<file path="src/rtl/uart_pkg.sv">
// Shared constants for the UART transmit path: line timing and sequencer state encoding.
package uart_pkg;

  localparam int unsigned CLK_FREQ   = 50_000_000;
  localparam int unsigned BAUD_RATE  = 9600;
  localparam int unsigned BIT_PERIOD = CLK_FREQ / BAUD_RATE;

  localparam int unsigned STATE_W = 3;
  typedef logic [STATE_W-1:0] state_t;

  localparam state_t ST_IDLE      = 3'd0;
  localparam state_t ST_LOAD      = 3'd1;
  localparam state_t ST_SEND      = 3'd2;
  localparam state_t ST_WAIT_BUSY = 3'd3;
  localparam state_t ST_WAIT_DONE = 3'd4;

endpackage

</file>
<file path="src/rtl/uart_sync_fifo.sv">
// Single-clock FIFO with registered occupancy, full and empty; head entry is read combinationally.
module uart_sync_fifo #(
  parameter int unsigned DEPTH = 16,
  parameter int unsigned WIDTH = 8
) (
  input  logic                    clk,
  input  logic                    reset_n,
  input  logic                    push,
  input  logic                    pop,
  input  logic [WIDTH-1:0]        wr_data,
  output logic [WIDTH-1:0]        rd_data_c,
  output logic                    full,
  output logic                    empty,
  output logic [$clog2(DEPTH):0]  count,
  output logic                    empty_nxt_c
);

  localparam int unsigned AW = $clog2(DEPTH);
  localparam int unsigned CW = AW + 1;

  logic [WIDTH-1:0] mem [DEPTH];
  logic [AW-1:0]    wr_ptr;
  logic [AW-1:0]    rd_ptr;
  logic [CW-1:0]    count_nxt;
  logic             push_ok;
  logic             pop_ok;

  // Space is judged on the registered full flag, so a same-cycle pop never admits a write.
  assign push_ok     = push && !full;
  assign pop_ok      = pop && !empty;
  assign rd_data_c   = mem[rd_ptr];
  assign empty_nxt_c = (count_nxt == '0);

  always_comb begin
    count_nxt = count;
    if (push_ok && !pop_ok) begin
      count_nxt = count + CW'(1);
    end else if (!push_ok && pop_ok) begin
      count_nxt = count - CW'(1);
    end
  end

  always_ff @(posedge clk or negedge reset_n) begin
    if (!reset_n) begin
      wr_ptr <= '0;
      rd_ptr <= '0;
      count  <= '0;
      full   <= 1'b0;
      empty  <= 1'b1;
    end else begin
      if (push_ok) wr_ptr <= wr_ptr + AW'(1);
      if (pop_ok)  rd_ptr <= rd_ptr + AW'(1);
      count <= count_nxt;
      full  <= (count_nxt == CW'(DEPTH));
      empty <= (count_nxt == '0);
    end
  end

  // Storage is not reset; stale entries are unreachable once the pointers are zeroed.
  always_ff @(posedge clk) begin
    if (push_ok) mem[wr_ptr] <= wr_data;
  end

endmodule

</file>
<file path="src/rtl/uart_tx_fifo.sv">
// Byte FIFO plus send sequencer feeding uart_tx through its send/data_in/ready handshake.
module uart_tx_fifo
  import uart_pkg::*;
#(
  parameter int unsigned DEPTH       = 16,
  parameter int unsigned ACK_TIMEOUT = 16
) (
  input  logic                    clk,
  input  logic                    reset_n,
  input  logic                    wr_en,
  input  logic [7:0]              wr_data,
  output logic                    full,
  output logic                    empty,
  output logic [$clog2(DEPTH):0]  count,
  output logic                    overflow,
  output logic                    tx_err,
  input  logic                    clr_flags,
  output logic                    tx_send,
  output logic [7:0]              tx_data,
  input  logic                    tx_ready,
  output logic                    busy
);

  localparam int unsigned TW = $clog2(ACK_TIMEOUT + 1);

  state_t        state_q;
  state_t        state_nxt;
  logic [TW-1:0] timer_q;
  logic [7:0]    head_c;
  logic          empty_nxt_c;
  logic          latch_c;
  logic          pop_c;
  logic          timeout_c;
  logic          busy_nxt_c;

  uart_sync_fifo #(
    .DEPTH (DEPTH),
    .WIDTH (8)
  ) u_fifo (
    .clk         (clk),
    .reset_n     (reset_n),
    .push        (wr_en),
    .pop         (pop_c),
    .wr_data     (wr_data),
    .rd_data_c   (head_c),
    .full        (full),
    .empty       (empty),
    .count       (count),
    .empty_nxt_c (empty_nxt_c)
  );

  // uart_tx never acknowledged the send: still ready after the allowed window.
  assign timeout_c = (state_q == ST_WAIT_BUSY) && tx_ready &&
                     (timer_q == TW'(ACK_TIMEOUT - 1));

  always_ff @(posedge clk or negedge reset_n) begin
    if (!reset_n) state_q <= ST_IDLE;
    else          state_q <= state_nxt;
  end

  always_comb begin
    state_nxt = state_q;
    case (state_q)
      ST_IDLE:      if (!empty && tx_ready) state_nxt = ST_LOAD;
      ST_LOAD:      state_nxt = ST_SEND;
      ST_SEND:      state_nxt = ST_WAIT_BUSY;
      ST_WAIT_BUSY: begin
        if (!tx_ready)      state_nxt = ST_WAIT_DONE;
        else if (timeout_c) state_nxt = ST_IDLE;
      end
      ST_WAIT_DONE: if (tx_ready) state_nxt = ST_IDLE;
      default:      state_nxt = ST_IDLE;
    endcase
  end

  always_comb begin
    latch_c    = 1'b0;
    pop_c      = 1'b0;
    busy_nxt_c = 1'b0;
    latch_c    = (state_q == ST_IDLE) && !empty && tx_ready;
    pop_c      = (state_q == ST_LOAD);
    busy_nxt_c = (state_nxt != ST_IDLE) || !empty_nxt_c;
  end

  // Registered outputs, ack timer and sticky flags (a set event beats clr_flags).
  always_ff @(posedge clk or negedge reset_n) begin
    if (!reset_n) begin
      tx_send  <= 1'b0;
      tx_data  <= 8'h00;
      timer_q  <= '0;
      overflow <= 1'b0;
      tx_err   <= 1'b0;
      busy     <= 1'b0;
    end else begin
      tx_send <= pop_c;
      if (latch_c) tx_data <= head_c;
      if (state_q == ST_SEND) begin
        timer_q <= '0;
      end else if ((state_q == ST_WAIT_BUSY) && (timer_q != TW'(ACK_TIMEOUT))) begin
        timer_q <= timer_q + TW'(1);
      end
      if (wr_en && full)  overflow <= 1'b1;
      else if (clr_flags) overflow <= 1'b0;
      if (timeout_c)      tx_err <= 1'b1;
      else if (clr_flags) tx_err <= 1'b0;
      busy <= busy_nxt_c;
    end
  end

endmodule
</file>
<file path="config.mk">
export PLATFORM = sky130hd
export DESIGN_NAME = uart_tx_fifo
export DESIGN_NICKNAME = d
export VERILOG_FILES = /design/src/rtl/uart_pkg.sv /design/src/rtl/uart_sync_fifo.sv /design/src/rtl/uart_tx_fifo.sv
export SDC_FILE = /design/constraint.sdc
export NUM_CORES = 1
export LEC_CHECK = 0
export ABC_CLOCK_PERIOD_IN_PS = 4530
export CAP_MARGIN = 10
export CORE_MARGIN = 5
export CORE_UTILIZATION = 46
export CTS_CLUSTER_DIAMETER = 50
export DETAILED_ROUTE_END_ITERATION = 16
export PLACE_DENSITY = 0.72
export SLEW_MARGIN = 20
export SYNTH_ARGS = -nofsm -noshare
export SYNTH_HDL_FRONTEND = slang
export SYNTH_SLANG_ARGS = --single-unit
</file>
<file path="constraint.sdc">
create_clock -name clk -period 4.53 [get_ports clk]
set_clock_uncertainty 0.1 [all_clocks]
set_input_delay 0.906 -clock clk [delete_from_list [all_inputs] [get_ports clk]]
set_output_delay 0.906 -clock clk [all_outputs]
set_load 0.05 [all_outputs]
</file>
==> metrics.yaml <==
timing.final.crit_period_ns: 2.82
hold_viol_final: 0
io_buffers: 31
slew_headroom_pct: 29.7
synth_top_family_by_area: "multiplexers"
crit_chain: "clkdlybuf4s50_1"
reg2reg_to: "busy"
synth_cells: 393
finalCoreUtilization_pct: 53.4
post_drt_wl_per_cell_um: 19.6
synth_ff_type: "edfxtp_1"
antenna_cells: 0
crit_buf_inv: 1
numCtsBuffers: 17
clockBufferDepth: 2
drt-initial-drc-count: 289
tightest_slew_ns: 1.05
area_growth_pct: 14.8
cp_slowest_stage_delay_ns: 0.82
path_class: "register to output pin"
grt_pass1_vias: 3531
yosys.area.top_type_share_pct: 57.3
min_to: "tx_data[5]"
clock-root-buffer: "clkbuf_16"
hpwl_um: 7680
final_layout_size_suffix_gt1_share_pct: 17.2
num_io_pins: 32
antenna_found_initial: 0
synthSimpleGateAreaFrac_pct: 7.96
insertion_delay_ns: 0.42
grt.total_usage_pct: 15.6
ys_types: 43
cts_tree: "built"
die_y_um: 131
grt_first_pass_wirelength_um: 19600
rsz0062_at_grt: "no"
synth_nets: 416
tns_ns: 0
reg2reg_slack_ns: 1.87
crit_arrival_ns: 1.82
synth_compound_area_share_pct: 3.60
start_util_pct: 46.5
fin_area_um2: 7710
wl_um: 12100
place_ws_ns: 1.39
setup_ws_ns: 1.71
h-tree-depth: 4
p_leak_nw: 2.62
endpoint_kind: "output pin"
synth_most_common_cell: "edfxtp_1"
reg2reg_from: "state_q[2]"
synthAdderAreaFrac_pct: 1.86
fp.dieW_um: 131
grt_max_degree: 36
hold_class: "register to register"
slew_viol_final: 0
ys_seq_area_share_pct: 70.3
dpl-instance-area_um2: 7170
cts.sinks: 163
cp_slowest_cell: "clkdlybuf4s50_1"
synth-xor-area-share_pct: 1.44
synth_top_cells_by_count: "edfxtp_1, dfrtp_1, mux4_2, nand2_1"
ir_drop_uv: 265
reg2reg_depth: 5
coreArea_um2: 14400
synth_seq_cells: 163
worstPathMaxFanout: 5
rows: 44
powerDensity_nw_per_um2: 647
avgSynthCellArea_um2: 17.1
drc: 0
drt_pass1_iterations: 4
synthMuxAreaShare_pct: 12.8
synthArstFlopShare_pct: 21.5
worstPathRequired_ns: 3.52
post_cts_resized: 0
yosys-top-cells-area: "edfxtp_1, dfrtp_1, mux4_2"
overflow: 0
synth_area_leader_cell: "edfxtp_1"
finalWeightedCongestion: 0.757
drtAntennaViolNets: 0
vias_per_cell: 5.48
outcome: "finished clean"
setup_viol: 0
ys_warn_count: 0
ctsHoldBuffers: 0
via_count: 3400
period_share_pct: 62.3
path_clk_slew_ns: 0.06
start_kind: "register"
postCtsSetupRepairBufs: 0
hold_start: "tx_data[5]"
hold_depth: 2
maxCapViolCount: 0
synth_area_um2: 6710
clock.fmax_ghz: 0.354
die_area_um2: 17100
final_nets: 447
crit_family: "buffers and inverters"
synth_edf_count: 128
## stage by stage
stage	cells	power (W)	hold WS [ns]
after floorplan	393	0.00328	0.393
after global placement	589	0.00367	0.373
after detailed placement	589	0.00371	0.379
after CTS	620	0.00503	0.393
after global routing	620	0.00524	0.411
final	620	0.00498	0.388
## layout make-up
class,count,area (um^2)
Multi-Input combinational cell,199,1850
Clock inverter,12,109
Clock buffer,19,433
Inverter,10,37.5
Fill cell,1118,6720
Timing Repair Buffer,33,320
Sequential cell,163,4720
Tap cell,184,230
## cells in the final DEF, fill, tap and decap left out, types with 2 or more instances in the layout
cell / instances
a2111oi_0: 3
and3_1: 4
a311oi_1: 3
clkinv_2: 3
or3_1: 5
nor3_1: 3
nor2_1: 17
nand4_1: 2
dfrtp_1: 32
mux2_2: 5
clkbuf_16: 17
inv_6: 2
inv_1: 10
nor3b_1: 5
o21ai_0: 4
a21oi_1: 9
ha_1: 10
o21ai_1: 10
clkbuf_1: 2
mux4_2: 32
a221oi_1: 2
buf_4: 2
nand2b_1: 2
edfxtp_1: 128
xnor2_1: 10
nand2_1: 24
nor2b_1: 4
clkinvlp_4: 3
nor4b_4: 2
dfrtp_2: 2
and2_1: 17
mux2i_1: 8
clkdlybuf4s50_1: 30
nand3_1: 5
## sequential cells by signal (all words and copies together) (netlist names), 3 cells and up
name	count
timer_q	5
u_fifo.count	5
u_fifo.rd_ptr	4
u_fifo.mem	128
tx_data	8
state_q	3
u_fifo.wr_ptr	4
## worst min-delay path: stages (launching register included)
cell	delay, ns
dfrtp_1	0.34
nand2_1	0.05
o21ai_1	0.07
## how the worst max path moves through the flow
| stage | start | end | slack [ns] | cells after the start |
|---|---|---|---|---|
| 2_1_floorplan | wr_en | busy | 1.82 | 6 |
| 3_3_place_gp | wr_en | busy | 1.42 | 7 |
| 3_5_place_dp | wr_en | busy | 1.39 | 7 |
| 4_1_cts | u_fifo.empty | empty | 1.69 | 1 |
| 5_1_grt | u_fifo.rd_ptr[0] | tx_data[3] | 1.66 | 4 |
| 6_report | u_fifo.empty | empty | 1.71 | 1 |
## cell families after synthesis
group	after synthesis
AO/OA/AOI/OAI	38
flip-flops	163
buffers and inverters	31
XOR/XNOR	11
AND/OR/NAND/NOR	95
multiplexers	45
adder cells (fa/ha/maj)	10
## routing by layer
layer  up-vias  wire, um  GRT usage [%]
li1       1579         -              -
met3        16       476           3.05
met1      1734      5440           20.9
met5         -         0              0
met2        71      6010           25.2
met4         0       206           6.41
## where the power goes
group / internal [W] / switching (W) / leakage (nW)
registers: 0.00187 / 0.000319 / 1.58
logic: 0.000692 / 0.000790 / 0.780
clock network: 0.000755 / 0.000564 / 0.259
Power figures use the tool's default switching activity.
==> RTL edit 1, RTL diff (same settings) <==
`STATE_W`: 3 -> 6.
--- a/src/rtl/uart_pkg.sv
+++ b/src/rtl/uart_pkg.sv
@@ -5,7 +5,7 @@
   localparam int unsigned BAUD_RATE  = 9600;
   localparam int unsigned BIT_PERIOD = CLK_FREQ / BAUD_RATE;
 
-  localparam int unsigned STATE_W = 3;
+  localparam int unsigned STATE_W = 6;
   typedef logic [STATE_W-1:0] state_t;
 
   localparam state_t ST_IDLE      = 3'd0;
Function: same outputs for any inputs over 10 cycles, from zero or initial values and one cycle with reset_n low; that may be too few to reach the edited logic, so the function may still have changed.
==> RTL edit 1 against the unedited design <==
Fmax down 0.14%. Routed wire length up 11%. Count of clock-buffer cells in the layout up 2. Sequential cell count up 3. Design area up 2.0%. Synthesized area up 0.71%. Combinational power down 34%. Power down 11%. Worst setup slack worse by 0.0038 ns. Critical path depth up 3. Highest routed layer unchanged.
==> RTL edit 1: results (changes against the unedited design) <==
The met3 routing resource usage after global routing is 4.05% (+1.0 points). The routability congestion estimate from global placement came out at 0.782 (+3.3%). The met2 demand-to-capacity share in global routing came out at 27.0% (+1.8 points). The cell leakage power is 0.00266 uW (+1.5%). The average vias per placed instance is 5.62 (+2.5%).

The total vias in the final route is 3502 (+3.0%). The relative slew slack came out at 30.6% (+0.92 points). The async set or reset register ratio after synthesis was 22.9% (+1.4 points). The wire length on met2 is 7040 um (+17%).

The first-pass iteration count of the detailed router was 5 (+1). The net count reported at finish is 449 (+0.45%). The run finished with clean final reports. The met1 capacity usage during global routing came out at 21.3% (+0.36 points).

The final max-slew violation count is 0 (unchanged). The number of global-route vias before repair is 3675 (+4.1%). The count of routing violations after the opening detailed-route iteration was 319 (+10%). The detailed placement HPWL came to 8710 um (+13%). In the post-synthesis netlist, the biggest area contributors are sky130_fd_sc_hd__edfxtp_1 57%, sky130_fd_sc_hd__dfrtp_1 14%, sky130_fd_sc_hd__mux4_2 11%. The share of cells above drive strength 1 came out at 16.9% (-0.35 points). By count the netlist is led by 128 x sky130_fd_sc_hd__edfxtp_1, 37 x sky130_fd_sc_hd__dfrtp_1, 32 x sky130_fd_sc_hd__mux4_2. The sequential element share of the synthesized area came to 70.9% (+0.62 points). The wire length of the first global-routing pass is 21200 um (+8.1%).

In the final layout, the registers with the most flip-flops are u_fifo.mem (128), tx_data (8), state_q (6). The register clock-pin slew on the reported worst setup and hold paths came out at 0.06 ns (about the same). The peak supply drop came to 0.000449 V (+70%). The unique cell type count in the Yosys netlist came out at 48 (+12%).

The maximum fanout count along the critical path came out at 10 (+5). The largest net degree at the start of global routing is 39 (+8.3%). The routed wire length is 13500 um (+11%). The number of filler instances in the final layout is 1127 (+0.81%).

The instance count after placement with tap cells included is 591 (+0.34%). The post-synthesis instance total is 385 (-2.0%). The sum of met3 wire segment lengths after detailed routing came out at 716 um (+50%).
[RTL edit 1: critical path, cell delays in order, from the launching register on]
cell,delay [ns]
sky130_fd_sc_hd__dfrtp_1,0.40
sky130_fd_sc_hd__nor4_1,0.83
sky130_fd_sc_hd__nand4b_2,0.58
sky130_fd_sc_hd__or2_2,0.58
sky130_fd_sc_hd__o221ai_1,0.25
[RTL edit 1: cells by family (layout without fill, tap and decap cells)]
kind of cell,Yosys count,after routing,synth area share (%)
AOI/OAI and AO/OA,27,27,2.76
xor gates and xnor gates,12,12,1.55
buffers and inverters,25,77,1.57
other,1,3,0.0555
DFF,166,166,70.9
and+or+nand+nor,94,94,7.94
muxes,50,50,13.3
adders and majority gates,10,10,1.85
[RTL edit 1: through the flow]
stage / power, uW / instance area, um2
after floorplan: 2680 / 6770
final: 4430 / 7860
after global routing: 4630 / 7860
after CTS: 4480 / 7860
after global placement: 2990 / 7260
after detailed placement: 3020 / 7260
[RTL edit 1: layout make-up]
type	count	share of cell area (%)
Timing Repair Buffer	34	4.17
Inverter	11	0.525
Clock inverter	11	1.89
Clock buffer	21	5.73
Sequential cell	166	61.0
Tap cell	184	2.93
Multi-Input combinational cell	196	23.7
[RTL edit 1: power breakdown]
part / switching [uW] / internal [uW] / total, uW
clock network: 563 / 884 / 1450
logic: 565 / 406 / 971
registers: 163 / 1850 / 2010
total: 1290 / 3140 / 4430
[RTL edit 1: worst paths after layout]
kind	from	end	slack, ns	cells past startpoint
max in group asynchronous	reset_n	u_fifo.rd_ptr[0]	3.15	1
hold reg to reg	tx_data[1]	tx_data[1]	0.39	2
min in group asynchronous	reset_n	overflow	0.54	1
hold / removal	tx_data[1]	tx_data[1]	0.39	2
setup / recovery	state_q[5]	tx_data[6]	1.70	4
setup reg to reg	state_q[5]	tx_data[6]	1.70	4
==> RTL edit 2, RTL diff (config.mk and constraints unchanged) <==
Without the edit above. Register the output `count`, without a reset; this adds one clock of latency there. The other outputs are not delayed to match.
--- a/src/rtl/uart_tx_fifo.sv
+++ b/src/rtl/uart_tx_fifo.sv
@@ -23,6 +23,8 @@
 
   localparam int unsigned TW = $clog2(ACK_TIMEOUT + 1);
 
+  logic [$clog2(DEPTH):0] count_d;
+
   state_t        state_q;
   state_t        state_nxt;
   logic [TW-1:0] timer_q;
@@ -45,7 +47,7 @@
     .rd_data_c   (head_c),
     .full        (full),
     .empty       (empty),
-    .count       (count),
+    .count       (count_d),
     .empty_nxt_c (empty_nxt_c)
   );
 
@@ -107,4 +109,8 @@
     end
   end
 
+  always_ff @(posedge clk) begin
+    count <= count_d;
+  end
+
 endmodule
Formal check against the unedited RTL: not equivalent (a bounded check fails within 4 cycles, from zero or initial values and one cycle with reset_n low).
==> RTL edit 2 against the unedited design <==
Largest power group unchanged. Die area grew 0.97%. Core utilization rose by 0.91 points. Count of clock-buffer cells in the layout grew 1. Sequential cell count increased by 5. Design area increased by 2.1%. Critical path type unchanged. Synthesized area increased by 1.0%. Worst setup slack improved by 0.024 ns. Routed wire length rose by 2.5%. Hold slack got worse by 0.085 ns. Power up 5.4%.
==> RTL edit 2: results (changes against the unedited design) <==
The met1 capacity usage during global routing came out at 20.4% (-0.51 points). The routed wire length is 12400 um (+2.5%). The type of the most critical hold path is reg -> reg. The share of cell area taken by flip-flops and latches was 61.3% (about the same). The power spent charging and discharging nets came out at 1740 uW (+4.1%). The number of ordinary and repair buffers in the finished layout was 34 (+3.0%). The fraction of cell area in non-clock buffers is 4.17% (+0.010 points). The maximum fanout count along the critical path came to 4 (-1). The number of global-route vias before repair is 3647 (+3.3%).

The share of cells above drive strength 1 came out at 19.3% (+2.1 points). The instance count after placement with tap cells included is 587 (-0.34%). The net count reported at finish came out at 445 (-0.45%). The multi-input logic portion of the cell area came out at 23.3% (-0.75 points). The width of the chip was 131 um (+0.48%). The number of filler instances in the final layout is 1102 (-1.4%). The total vias in the final route was 3418 (+0.53%). The tree is rooted in a sky130_fd_sc_hd__clkbuf_16. The detailed placement HPWL is 7870 um (+2.5%). The met3 routing resource usage after global routing came out at 3.13% (+0.086 points). The total number of sequential cells is 168 (+3.1%). The peak supply drop came out at 0.000311 V (+17%).

The routability congestion estimate from global placement is 0.753 (-0.55%). The power in combinational cells is 1530 uW (+3%). The count of multi-input gates came out at 191 (-4.0%). The commonest cells after synthesis are 128 x sky130_fd_sc_hd__edfxtp_1, 34 x sky130_fd_sc_hd__dfrtp_1, 32 x sky130_fd_sc_hd__mux4_2. The power consumed by the clock network came out at 1480 uW (+12%). The sequential element share of the synthesized area is 71.1% (+0.75 points). The wire length of the first global-routing pass came out at 20200 um (+3.0%). The cell leakage power was 0.00268 uW (+2.2%). Ranked by total cell area, the synthesized netlist is headed by sky130_fd_sc_hd__edfxtp_1 57%, sky130_fd_sc_hd__dfrtp_1 13%, sky130_fd_sc_hd__mux4_2 11%. The average footprint of a synthesized cell is 17.5 um2 (+2.6%). The proportion of cell area spent on the clock network came out at 7.82% (+0.79 points). The worst hold slack after final layout is 0.303 ns (-0.0846 ns). The run finished with clean final reports. The met2 demand-to-capacity share in global routing is 25.1% (-0.16 points).

The relative slew slack came out at 32.6% (+3.0 points). The total inserted antenna cells came to 0 (unchanged). The post-placement cell area came out at 7250 um2 (+1.2%). The overall fraction of global-route tracks in use came out at 15.1% (-0.45 points). The async set or reset register ratio after synthesis is 20.8% (-0.64 points).

The post-synth net total came out at 410 (-1.4%). The portion of total power attributed to combinational logic was 29.1% (-0.6 points). The count of routing violations after the opening detailed-route iteration is 371 (+28%). The average vias per placed instance came out at 5.52 (+0.69%). The number of clock-tree buffers in the layout is 20 (+1). The worst path arrival time is 1.79 ns (-0.03 ns).
[RTL edit 2: changes by cell type after synthesis, moves of 4 or more]
| cell | delta |
|---|---|
| sky130_fd_sc_hd__buf_1 | +5 |
| sky130_fd_sc_hd__o22ai_1 | +8 |
| sky130_fd_sc_hd__mux2i_1 | -4 |
| sky130_fd_sc_hd__nand2_1 | -9 |
| sky130_fd_sc_hd__dfxtp_1 | +5 |
| sky130_fd_sc_hd__clkbuf_1 | -9 |
| sky130_fd_sc_hd__o21ai_1 | -9 |
| sky130_fd_sc_hd__a211oi_1 | +4 |
| sky130_fd_sc_hd__a31oi_1 | +5 |
[RTL edit 2: worst paths after layout]
check	from	endpoint	cells after the start
worst max-delay path	u_fifo.empty	empty	1
worst min-delay path	u_fifo.count[4]	count[4]	0
worst max register to register	state_q[2]	busy	5
worst min register to register	u_fifo.count[4]	count[4]	0
max in group asynchronous	reset_n	u_fifo.rd_ptr[0]	1
min in group asynchronous	reset_n	u_fifo.count[0]	1
[RTL edit 2: logic make-up after synthesis]
group                    count (synthesis)  synth area share (%)
XOR/XNOR                                11                  1.42
flip-flops                             168                  71.1
multiplexers                            44                  12.5
AND/OR/NAND/NOR                         88                  7.58
buffers and inverters                   28                  1.97
adder cells (fa/ha/maj)                 10                  1.84
AO/OA/AOI/OAI                           38                  3.56
[RTL edit 2: metal layers]
metal | wire, um | vias up
li1 | - | 1580
met1 | 5560 | 1759
met2 | 6360 | 72
met3 | 416 | 7
met4 | 98 | 0
met5 | 0 | -
[RTL edit 2: metrics by stage]
step	utilization [%]	setup WS, ns
floorplan	-	1.85
global placement	50.1	1.39
detailed placement	50.1	1.35
CTS	54.3	1.71
global route	54.3	1.67
finish	54.3	1.73
